**src/rtl/clk_cfg_pkg.sv**
```systemverilog
`default_nettype none
// ------------------------------------------------------------------
// clk_cfg_pkg: shared types and constants for clk_cfg_ctrl. Rev 1.0
// ------------------------------------------------------------------
package clk_cfg_pkg;

  typedef enum logic [2:0] {
    ST_IDLE      = 3'd0,
    ST_REQ       = 3'd1,
    ST_RELEASE   = 3'd2,
    ST_LOCK_WAIT = 3'd3,
    ST_RESP      = 3'd4
  } state_t;

  localparam logic [1:0] DOM_SOC    = 2'd0;
  localparam logic [1:0] DOM_PER    = 2'd1;
  localparam logic [1:0] DOM_CLU    = 2'd2;
  localparam logic [1:0] DOM_STATUS = 2'd3;

  localparam int ST_LOCK_LSB    = 0;
  localparam int ST_ACKERR_LSB  = 8;
  localparam int ST_LOCKERR_LSB = 16;

  // The status code has no cfg port, so it maps to no request bit.
  function automatic logic [2:0] dom_onehot(input logic [1:0] dom);
    dom_onehot = (dom == DOM_STATUS) ? 3'b000 : (3'b001 << dom);
  endfunction

endpackage
`default_nettype wire

```
**src/rtl/clk_cfg_ctrl_if.sv**
```systemverilog
`default_nettype none
// ------------------------------------------------------------------
// clk_cfg_ctrl_if: host register-port bundle for clk_cfg_ctrl. Rev 1.0
// ------------------------------------------------------------------
interface clk_cfg_ctrl_if;
  logic        host_req_i;
  logic        host_gnt_o;
  logic [3:0]  host_addr_i;
  logic        host_we_i;
  logic [31:0] host_wdata_i;
  logic        host_rvalid_o;
  logic [31:0] host_rdata_o;
  logic        host_err_o;

  modport master (
    output host_req_i, host_addr_i, host_we_i, host_wdata_i,
    input  host_gnt_o, host_rvalid_o, host_rdata_o, host_err_o
  );

  modport slave (
    input  host_req_i, host_addr_i, host_we_i, host_wdata_i,
    output host_gnt_o, host_rvalid_o, host_rdata_o, host_err_o
  );
endinterface
`default_nettype wire

```
**src/rtl/clk_cfg_timer.sv**
```systemverilog
`default_nettype none
// ------------------------------------------------------------------
// clk_cfg_timer: loadable saturating down-counter for timeouts. Rev 1.0
// ------------------------------------------------------------------
module clk_cfg_timer #(
  parameter int WIDTH = 5
) (
  input  logic             ref_clk_i,
  input  logic             rstn_glob_i,
  input  logic             load,
  input  logic [WIDTH-1:0] load_val,
  output logic             expired
);

  logic [WIDTH-1:0] count;

  always_ff @(posedge ref_clk_i or negedge rstn_glob_i) begin
    if (!rstn_glob_i) begin
      count <= '0;
    end else if (load) begin
      count <= load_val;
    end else if (count != '0) begin
      count <= count - 1'b1;
    end
  end

  assign expired = (count == '0);

endmodule
`default_nettype wire

```
**src/rtl/clk_cfg_ctrl.sv**
```systemverilog
`default_nettype none
// ------------------------------------------------------------------
// clk_cfg_ctrl: host-to-clk_gen cfg sequencer with timeouts. Rev 1.0
// ------------------------------------------------------------------
module clk_cfg_ctrl
  import clk_cfg_pkg::*;
#(
  parameter int ACK_TIMEOUT  = 16,
  parameter int LOCK_TIMEOUT = 1024
) (
  input  logic                ref_clk_i,
  input  logic                rstn_glob_i,
  clk_cfg_ctrl_if.slave       host,
  output logic [2:0]          cfg_req_o,
  input  logic [2:0]          cfg_ack_i,
  input  logic [2:0]          cfg_lock_i,
  output logic [1:0]          cfg_add_o,
  output logic [31:0]         cfg_data_o,
  output logic                cfg_wrn_o,
  input  logic [95:0]         cfg_r_data_i
);

  localparam int TMAX = (ACK_TIMEOUT > LOCK_TIMEOUT) ? ACK_TIMEOUT : LOCK_TIMEOUT;
  localparam int CW   = $clog2(TMAX + 1);
  localparam logic [CW-1:0] ACK_LOAD  = CW'(ACK_TIMEOUT - 1);
  localparam logic [CW-1:0] LOCK_LOAD = CW'(LOCK_TIMEOUT - 1);

  state_t      state, state_nxt;
  logic [3:0]  addr_q;
  logic        we_q;
  logic [31:0] wdata_q;
  logic [31:0] rdata_q;
  logic        err_q;
  logic [2:0]  ack_err, lock_err;
  logic [1:0]  dom;
  logic [2:0]  dom_oh;
  logic        ack_hit, lock_hit;
  logic        ack_to, lock_to;
  logic        expired, load;
  logic [CW-1:0] load_val;
  logic [31:0] slice;
  logic [31:0] status_word;
  logic        status_wr;
  logic        grant;

  assign dom      = addr_q[3:2];
  assign dom_oh   = dom_onehot(dom);
  assign ack_hit  = |(cfg_ack_i & dom_oh);
  assign lock_hit = |(cfg_lock_i & dom_oh);
  assign grant    = (state == ST_IDLE) && host.host_req_i;

  // Ack timeout covers both a missing ack in REQ and a stuck ack in RELEASE.
  assign ack_to  = expired && (((state == ST_REQ) && !ack_hit) ||
                               ((state == ST_RELEASE) && ack_hit));
  assign lock_to = expired && (state == ST_LOCK_WAIT) && !lock_hit;

  // Every state change reloads the timer with the budget of the new state.
  assign load     = (state_nxt != state);
  assign load_val = (state_nxt == ST_LOCK_WAIT) ? LOCK_LOAD : ACK_LOAD;

  clk_cfg_timer #(.WIDTH(CW)) u_timer (
    .ref_clk_i   (ref_clk_i),
    .rstn_glob_i (rstn_glob_i),
    .load        (load),
    .load_val    (load_val),
    .expired     (expired)
  );

  always_ff @(posedge ref_clk_i or negedge rstn_glob_i) begin
    if (!rstn_glob_i) begin
      state <= ST_IDLE;
    end else begin
      state <= state_nxt;
    end
  end

  always_comb begin
    state_nxt = state;
    case (state)
      ST_IDLE: begin
        if (host.host_req_i) begin
          state_nxt = (host.host_addr_i[3:2] == DOM_STATUS) ? ST_RESP : ST_REQ;
        end
      end
      ST_REQ: begin
        if (ack_hit)      state_nxt = ST_RELEASE;
        else if (expired) state_nxt = ST_RESP;
      end
      ST_RELEASE: begin
        if (!ack_hit)     state_nxt = we_q ? ST_LOCK_WAIT : ST_RESP;
        else if (expired) state_nxt = ST_RESP;
      end
      ST_LOCK_WAIT: begin
        if (lock_hit || expired) state_nxt = ST_RESP;
      end
      ST_RESP:  state_nxt = ST_IDLE;
      default:  state_nxt = ST_IDLE;
    endcase
  end

  always_comb begin
    case (dom)
      DOM_SOC: slice = cfg_r_data_i[31:0];
      DOM_PER: slice = cfg_r_data_i[63:32];
      DOM_CLU: slice = cfg_r_data_i[95:64];
      default: slice = '0;
    endcase
  end

  always_ff @(posedge ref_clk_i or negedge rstn_glob_i) begin
    if (!rstn_glob_i) begin
      addr_q  <= '0;
      we_q    <= 1'b0;
      wdata_q <= '0;
      rdata_q <= '0;
      err_q   <= 1'b0;
    end else if (grant) begin
      addr_q  <= host.host_addr_i;
      we_q    <= host.host_we_i;
      wdata_q <= host.host_wdata_i;
      rdata_q <= '0;
      err_q   <= 1'b0;
    end else if (ack_to || lock_to) begin
      rdata_q <= '0;
      err_q   <= 1'b1;
    end else if ((state == ST_REQ) && ack_hit) begin
      rdata_q <= slice;
    end
  end

  assign status_wr = (state == ST_RESP) && we_q && (dom == DOM_STATUS) && (addr_q[1:0] == 2'b00);

  // Set is ORed in after the clear so a simultaneous timeout always sticks.
  always_ff @(posedge ref_clk_i or negedge rstn_glob_i) begin
    if (!rstn_glob_i) begin
      ack_err  <= '0;
      lock_err <= '0;
    end else begin
      ack_err  <= (ack_err  & ~(status_wr ? wdata_q[ST_ACKERR_LSB +: 3]  : 3'b000)) |
                  (ack_to  ? dom_oh : 3'b000);
      lock_err <= (lock_err & ~(status_wr ? wdata_q[ST_LOCKERR_LSB +: 3] : 3'b000)) |
                  (lock_to ? dom_oh : 3'b000);
    end
  end

  always_comb begin
    status_word = '0;
    status_word[ST_LOCK_LSB    +: 3] = cfg_lock_i;
    status_word[ST_ACKERR_LSB  +: 3] = ack_err;
    status_word[ST_LOCKERR_LSB +: 3] = lock_err;
  end

  always_comb begin
    cfg_req_o          = (state == ST_REQ) ? dom_oh : 3'b000;
    host.host_gnt_o    = grant && rstn_glob_i;
    host.host_rvalid_o = (state == ST_RESP);
    host.host_err_o    = (state == ST_RESP) && err_q;
    host.host_rdata_o  = '0;
    if ((state == ST_RESP) && !we_q) begin
      if (dom != DOM_STATUS)        host.host_rdata_o = rdata_q;
      else if (addr_q[1:0] == 2'b00) host.host_rdata_o = status_word;
    end
  end

  assign cfg_add_o  = addr_q[1:0];
  assign cfg_data_o = wdata_q;
  assign cfg_wrn_o  = we_q;

endmodule
`default_nettype wire

```
**src/flat_wrapper.sv**
```systemverilog
// flat-port wrapper written by rule: the top's interface ports become plain ports
module clk_cfg_ctrl_flat import clk_cfg_pkg::*;
#(
  parameter int ACK_TIMEOUT  = 16,
  parameter int LOCK_TIMEOUT = 1024
)
  (ref_clk_i, rstn_glob_i, cfg_req_o, cfg_ack_i, cfg_lock_i, cfg_add_o, cfg_data_o, cfg_wrn_o, cfg_r_data_i, host_host_req_i, host_host_addr_i, host_host_we_i, host_host_wdata_i, host_host_gnt_o, host_host_rvalid_o, host_host_rdata_o, host_host_err_o);
  clk_cfg_ctrl_if host_i ();
  input  logic ref_clk_i;
  input  logic rstn_glob_i;
  output logic [2:0] cfg_req_o;
  input  logic [2:0] cfg_ack_i;
  input  logic [2:0] cfg_lock_i;
  output logic [1:0] cfg_add_o;
  output logic [31:0] cfg_data_o;
  output logic cfg_wrn_o;
  input  logic [95:0] cfg_r_data_i;
  input wire logic [$bits(host_i.host_req_i)-1:0] host_host_req_i;
  input wire logic [$bits(host_i.host_addr_i)-1:0] host_host_addr_i;
  input wire logic [$bits(host_i.host_we_i)-1:0] host_host_we_i;
  input wire logic [$bits(host_i.host_wdata_i)-1:0] host_host_wdata_i;
  output wire logic [$bits(host_i.host_gnt_o)-1:0] host_host_gnt_o;
  output wire logic [$bits(host_i.host_rvalid_o)-1:0] host_host_rvalid_o;
  output wire logic [$bits(host_i.host_rdata_o)-1:0] host_host_rdata_o;
  output wire logic [$bits(host_i.host_err_o)-1:0] host_host_err_o;
  assign host_i.host_req_i = host_host_req_i;
  assign host_i.host_addr_i = host_host_addr_i;
  assign host_i.host_we_i = host_host_we_i;
  assign host_i.host_wdata_i = host_host_wdata_i;
  assign host_host_gnt_o = host_i.host_gnt_o;
  assign host_host_rvalid_o = host_i.host_rvalid_o;
  assign host_host_rdata_o = host_i.host_rdata_o;
  assign host_host_err_o = host_i.host_err_o;
  clk_cfg_ctrl #(.ACK_TIMEOUT(ACK_TIMEOUT), .LOCK_TIMEOUT(LOCK_TIMEOUT)) u_core (.ref_clk_i(ref_clk_i), .rstn_glob_i(rstn_glob_i), .host(host_i), .cfg_req_o(cfg_req_o), .cfg_ack_i(cfg_ack_i), .cfg_lock_i(cfg_lock_i), .cfg_add_o(cfg_add_o), .cfg_data_o(cfg_data_o), .cfg_wrn_o(cfg_wrn_o), .cfg_r_data_i(cfg_r_data_i));
endmodule
```
**config.mk**
```make
export PLATFORM = sky130hd
export DESIGN_NAME = clk_cfg_ctrl_flat
export DESIGN_NICKNAME = d
export VERILOG_FILES = /design/src/rtl/clk_cfg_pkg.sv /design/src/rtl/clk_cfg_ctrl_if.sv /design/src/rtl/clk_cfg_timer.sv /design/src/rtl/clk_cfg_ctrl.sv /design/src/flat_wrapper.sv
export SDC_FILE = /design/constraint.sdc
export NUM_CORES = 1
export LEC_CHECK = 0
export ABC_AREA = 1
export CAP_MARGIN = 25
export CELL_PAD_IN_SITES_DETAIL_PLACEMENT = 1
export CELL_PAD_IN_SITES_GLOBAL_PLACEMENT = 2
export CORE_MARGIN = 1
export CORE_UTILIZATION = 24
export DETAILED_ROUTE_END_ITERATION = 12
export HOLD_SLACK_MARGIN = 0.02
export PLACE_DENSITY = 0.9
export REMOVE_ABC_BUFFERS = 1
export SLEW_MARGIN = 20
export SYNTH_ARGS = -nofsm -noshare
export SYNTH_HDL_FRONTEND = slang
export SYNTH_SLANG_ARGS = --single-unit
```
**constraint.sdc**
```tcl
create_clock -name ref_clk_i -period 4.6 [get_ports ref_clk_i]
set_input_delay 0.92 -clock ref_clk_i [delete_from_list [all_inputs] [get_ports ref_clk_i]]
set_output_delay 0.92 -clock ref_clk_i [all_outputs]
set_load 0.05 [all_outputs]
```
==> metrics <==
outcome=completed; FF-to-FF path depth=11; dpl hpwl=13.1 mm; PD cells=approximately 630 nW/um^2; Ys Warns=0; DR DRC count=0; RSZ-0062 raised after global routing=no; register bit total from synthesis=90; Setup Fix Bufs, Post-CTS=0; delay-heaviest family, CP=buffers and inverters; syn_area_per_cell=8.23 sq um; RD Place Congestion=just under 0.8; Critical Path Sink Type=primary output; ys async rst share=between 90% and 100%; DRT Pass-1 Iters=4; most common cell in the netlist=nand2_1; # diodes=0; Num CTS Buffers=9; top cell type's share of synthesized area=roughly half; dominant synthesized flop cell=dfrtp_1; antenna violations before repair=0; Die Footprint=around 20000 sq um; clock slew seen by the registers of the worst setup and hold paths=0.07 ns; leading area contributor after synthesis=dfrtp_1; remaining antenna violation count=0; TritonCTS clock tree=done; Die Ht=141 um; overall power=between 4 and 5 mW; Fill cells=~2200; top post-synthesis cells by count=nand2_1, dfrtp_1, inv_1; synthesized area=approximately 4700 sq um; worst path required time=~3.7 ns; CP Class=register to primary output; IO buf count=214; reg-to-reg critical path startpoint=u_core.addr_q[3]$_DFFE_PN0P_; delay of the slowest cell on the worst path=roughly 0.85 ns; routed len/inst=~18 um; setup_tns=0 ns; global-route wire length before repair=~29 mm; vias=roughly 4800; critical path depth=5; worst vdd ir=0.350 mV; crit path cell chain=nand2_1, inv_1, buf_4, nor3_1, clkdlybuf4s50_1; Worst Hold End=u_core.cfg_data_o[14]$_DFFE_PN0P_; Worst Tran Pin Value=0.742 ns; clk buf depth=2; area grow syn2layout=57.1%; Worst Path Max Fanout=20; clock network latency to the later pin of the worst-skew pair=0.34 ns; Final #Nets=910; startpoint type of the worst setup path=register; First DRT Iteration DRCs=about 100; HP Start=u_core.cfg_data_o[14]$_DFFE_PN0P_; Slew HR=50.5%; crit path time final=around 4.0 ns; vias in the first global route=between 5000 and 6000; Fin Hold WS=0.479 ns; largest net degree at the start of global routing=55; Fin. Hold Viols=0; Max Cap Viol=0; GR Overflow Total=0; worst hold path stage count=2; Core ar.=18800 sq um; post-synthesis sequential area ratio=48.4%; CTS resizes=0; Critical Path AT=around 3.1 ns; post-synthesis cell type count=31; Via-to-Cell Ratio=around 4.6; Cells after Synth=roughly 570; Crit Reg-Reg Endpoint=u_core.rdata_q[29]$_DFFE_PN0P_; clk sinks=90; row count=50; H-tree Lvls=3; final slew viol count=0; Achievable Freq=249 MHz; Leak=3.14 nW; post-cts hold buffer count=0; min-delay worst type=register to register; final setup fails=0; Total GRT Usage=between 10% and 20%; io pins=between 200 and 250; Die Wd=between 100 and 150 um; setup slack, reg-to-reg=1.55 ns; Starting Density=24.7%; number of flops mapped to enable cells by yosys=0; Slowest cell on crit path=clkdlybuf4s50_1; CTS Root Cell=clkbuf_16; crit share post-route=87.1%; Synth area leaders=dfrtp_1, nand2_1, a22o_1; layout cells sized above 1=6.61%; Clock Skew=~0.0093 ns; CP Buf/Inv Count=3; DRT Wirelength=approximately 18 mm
-- layout make-up --
class                           count  area [sq um]  area share [%]
Sequential cell                    90          2250            30.8
Timing Repair Buffer              224          2220            30.4
Multi-Input combinational cell    371          1980            27.1
Tap cell                          260           325            4.45
Inverter                           71           267            3.65
Clock buffer                       13           250            3.42
Clock inverter                      3          15.0           0.205
-- flip-flops by register name, indices dropped and copies added (netlist names) --
register              cells
u_core.err_q              1
u_core.cfg_wrn_o          1
u_core.cfg_data_o        32
u_core.state              3
u_core.lock_err           3
u_core.addr_q             4
u_core.rdata_q           32
u_core.ack_err            3
u_core.u_timer.count     11
-- metal layers --
| layer | global-route usage [%] | share of wire (%) | vias to the layer above |
|---|---|---|---|
| li1 | - | - | 2298 |
| met1 | 23.5 | 44 | 2318 |
| met3 | 4.72 | 7.8 | 9 |
| met4 | 4.46 | 0.81 | 0 |
| met5 | 0 | 0 | - |
| met2 | 31.6 | 47 | 167 |
-- how the worst max path moves through the flow --
stage / slack (ns) / start / to
after floorplan: 0.67 / u_core.state[0]$_DFF_PN0_ / host_host_rdata_o[11]
after global placement: 1.08 / u_core.addr_q[3]$_DFFE_PN0P_ / host_host_rdata_o[21]
after detailed placement: 0.91 / u_core.addr_q[3]$_DFFE_PN0P_ / host_host_rdata_o[22]
after CTS: 0.52 / u_core.addr_q[3]$_DFFE_PN0P_ / host_host_rdata_o[22]
after global routing: 0.35 / u_core.addr_q[3]$_DFFE_PN0P_ / host_host_rdata_o[22]
final: 0.59 / u_core.addr_q[3]$_DFFE_PN0P_ / host_host_rdata_o[22]
-- cell usage in the layout (no fill, tap or decap), types with 15 or more instances in the layout --
cell,count
clkdlybuf4s50_1,213
nand2_1,133
dfrtp_1,90
inv_1,65
a21oi_1,47
a22o_1,32
o22ai_1,32
nor3_1,28
o21ai_0,23
nand3_1,21
nor2_1,15
-- cell families (layout without fill, tap and decap cells) --
family	after synthesis	after routing	synth area share, %
AO/OA/AOI/OAI	137	137	18.3
flip-flops	90	90	48.4
adder cells (fa/ha/maj)	1	1	0.269
XOR/XNOR	5	5	0.941
AND/OR/NAND/NOR	228	228	22.9
buffers and inverters	104	311	9.14
-- per-stage QoR --
step	instance area (sq um)	worst slack, ns	std cells	utilization, %
final	7310	0.591	1032	38.8
after global routing	7310	0.353	1032	38.8
after CTS	7290	0.518	1031	38.7
after detailed placement	7030	0.907	1015	37.3
after global placement	7030	1.08	1015	37.3
after floorplan	4490	0.668	532	-
-- worst register-to-register path, stage by stage (launching register included) --
cell	delay (ns)
dfrtp_1	0.50
nor2_4	0.44
buf_4	0.36
nand2_1	0.13
nand3_2	0.13
inv_2	0.06
nand2_1	0.09
o21ai_0	0.09
nand2_1	0.18
nand4_2	0.46
buf_8	0.36
o22ai_1	0.16
-- power breakdown --
part | internal [mW] | switching (mW) | leakage [nW]
logic | 0.873 | 1.74 | 1.87
registers | 1.11 | 0.195 | 1.13
clock network | 0.380 | 0.314 | 0.133
No activity file was read; power rests on OpenSTA's default activity.
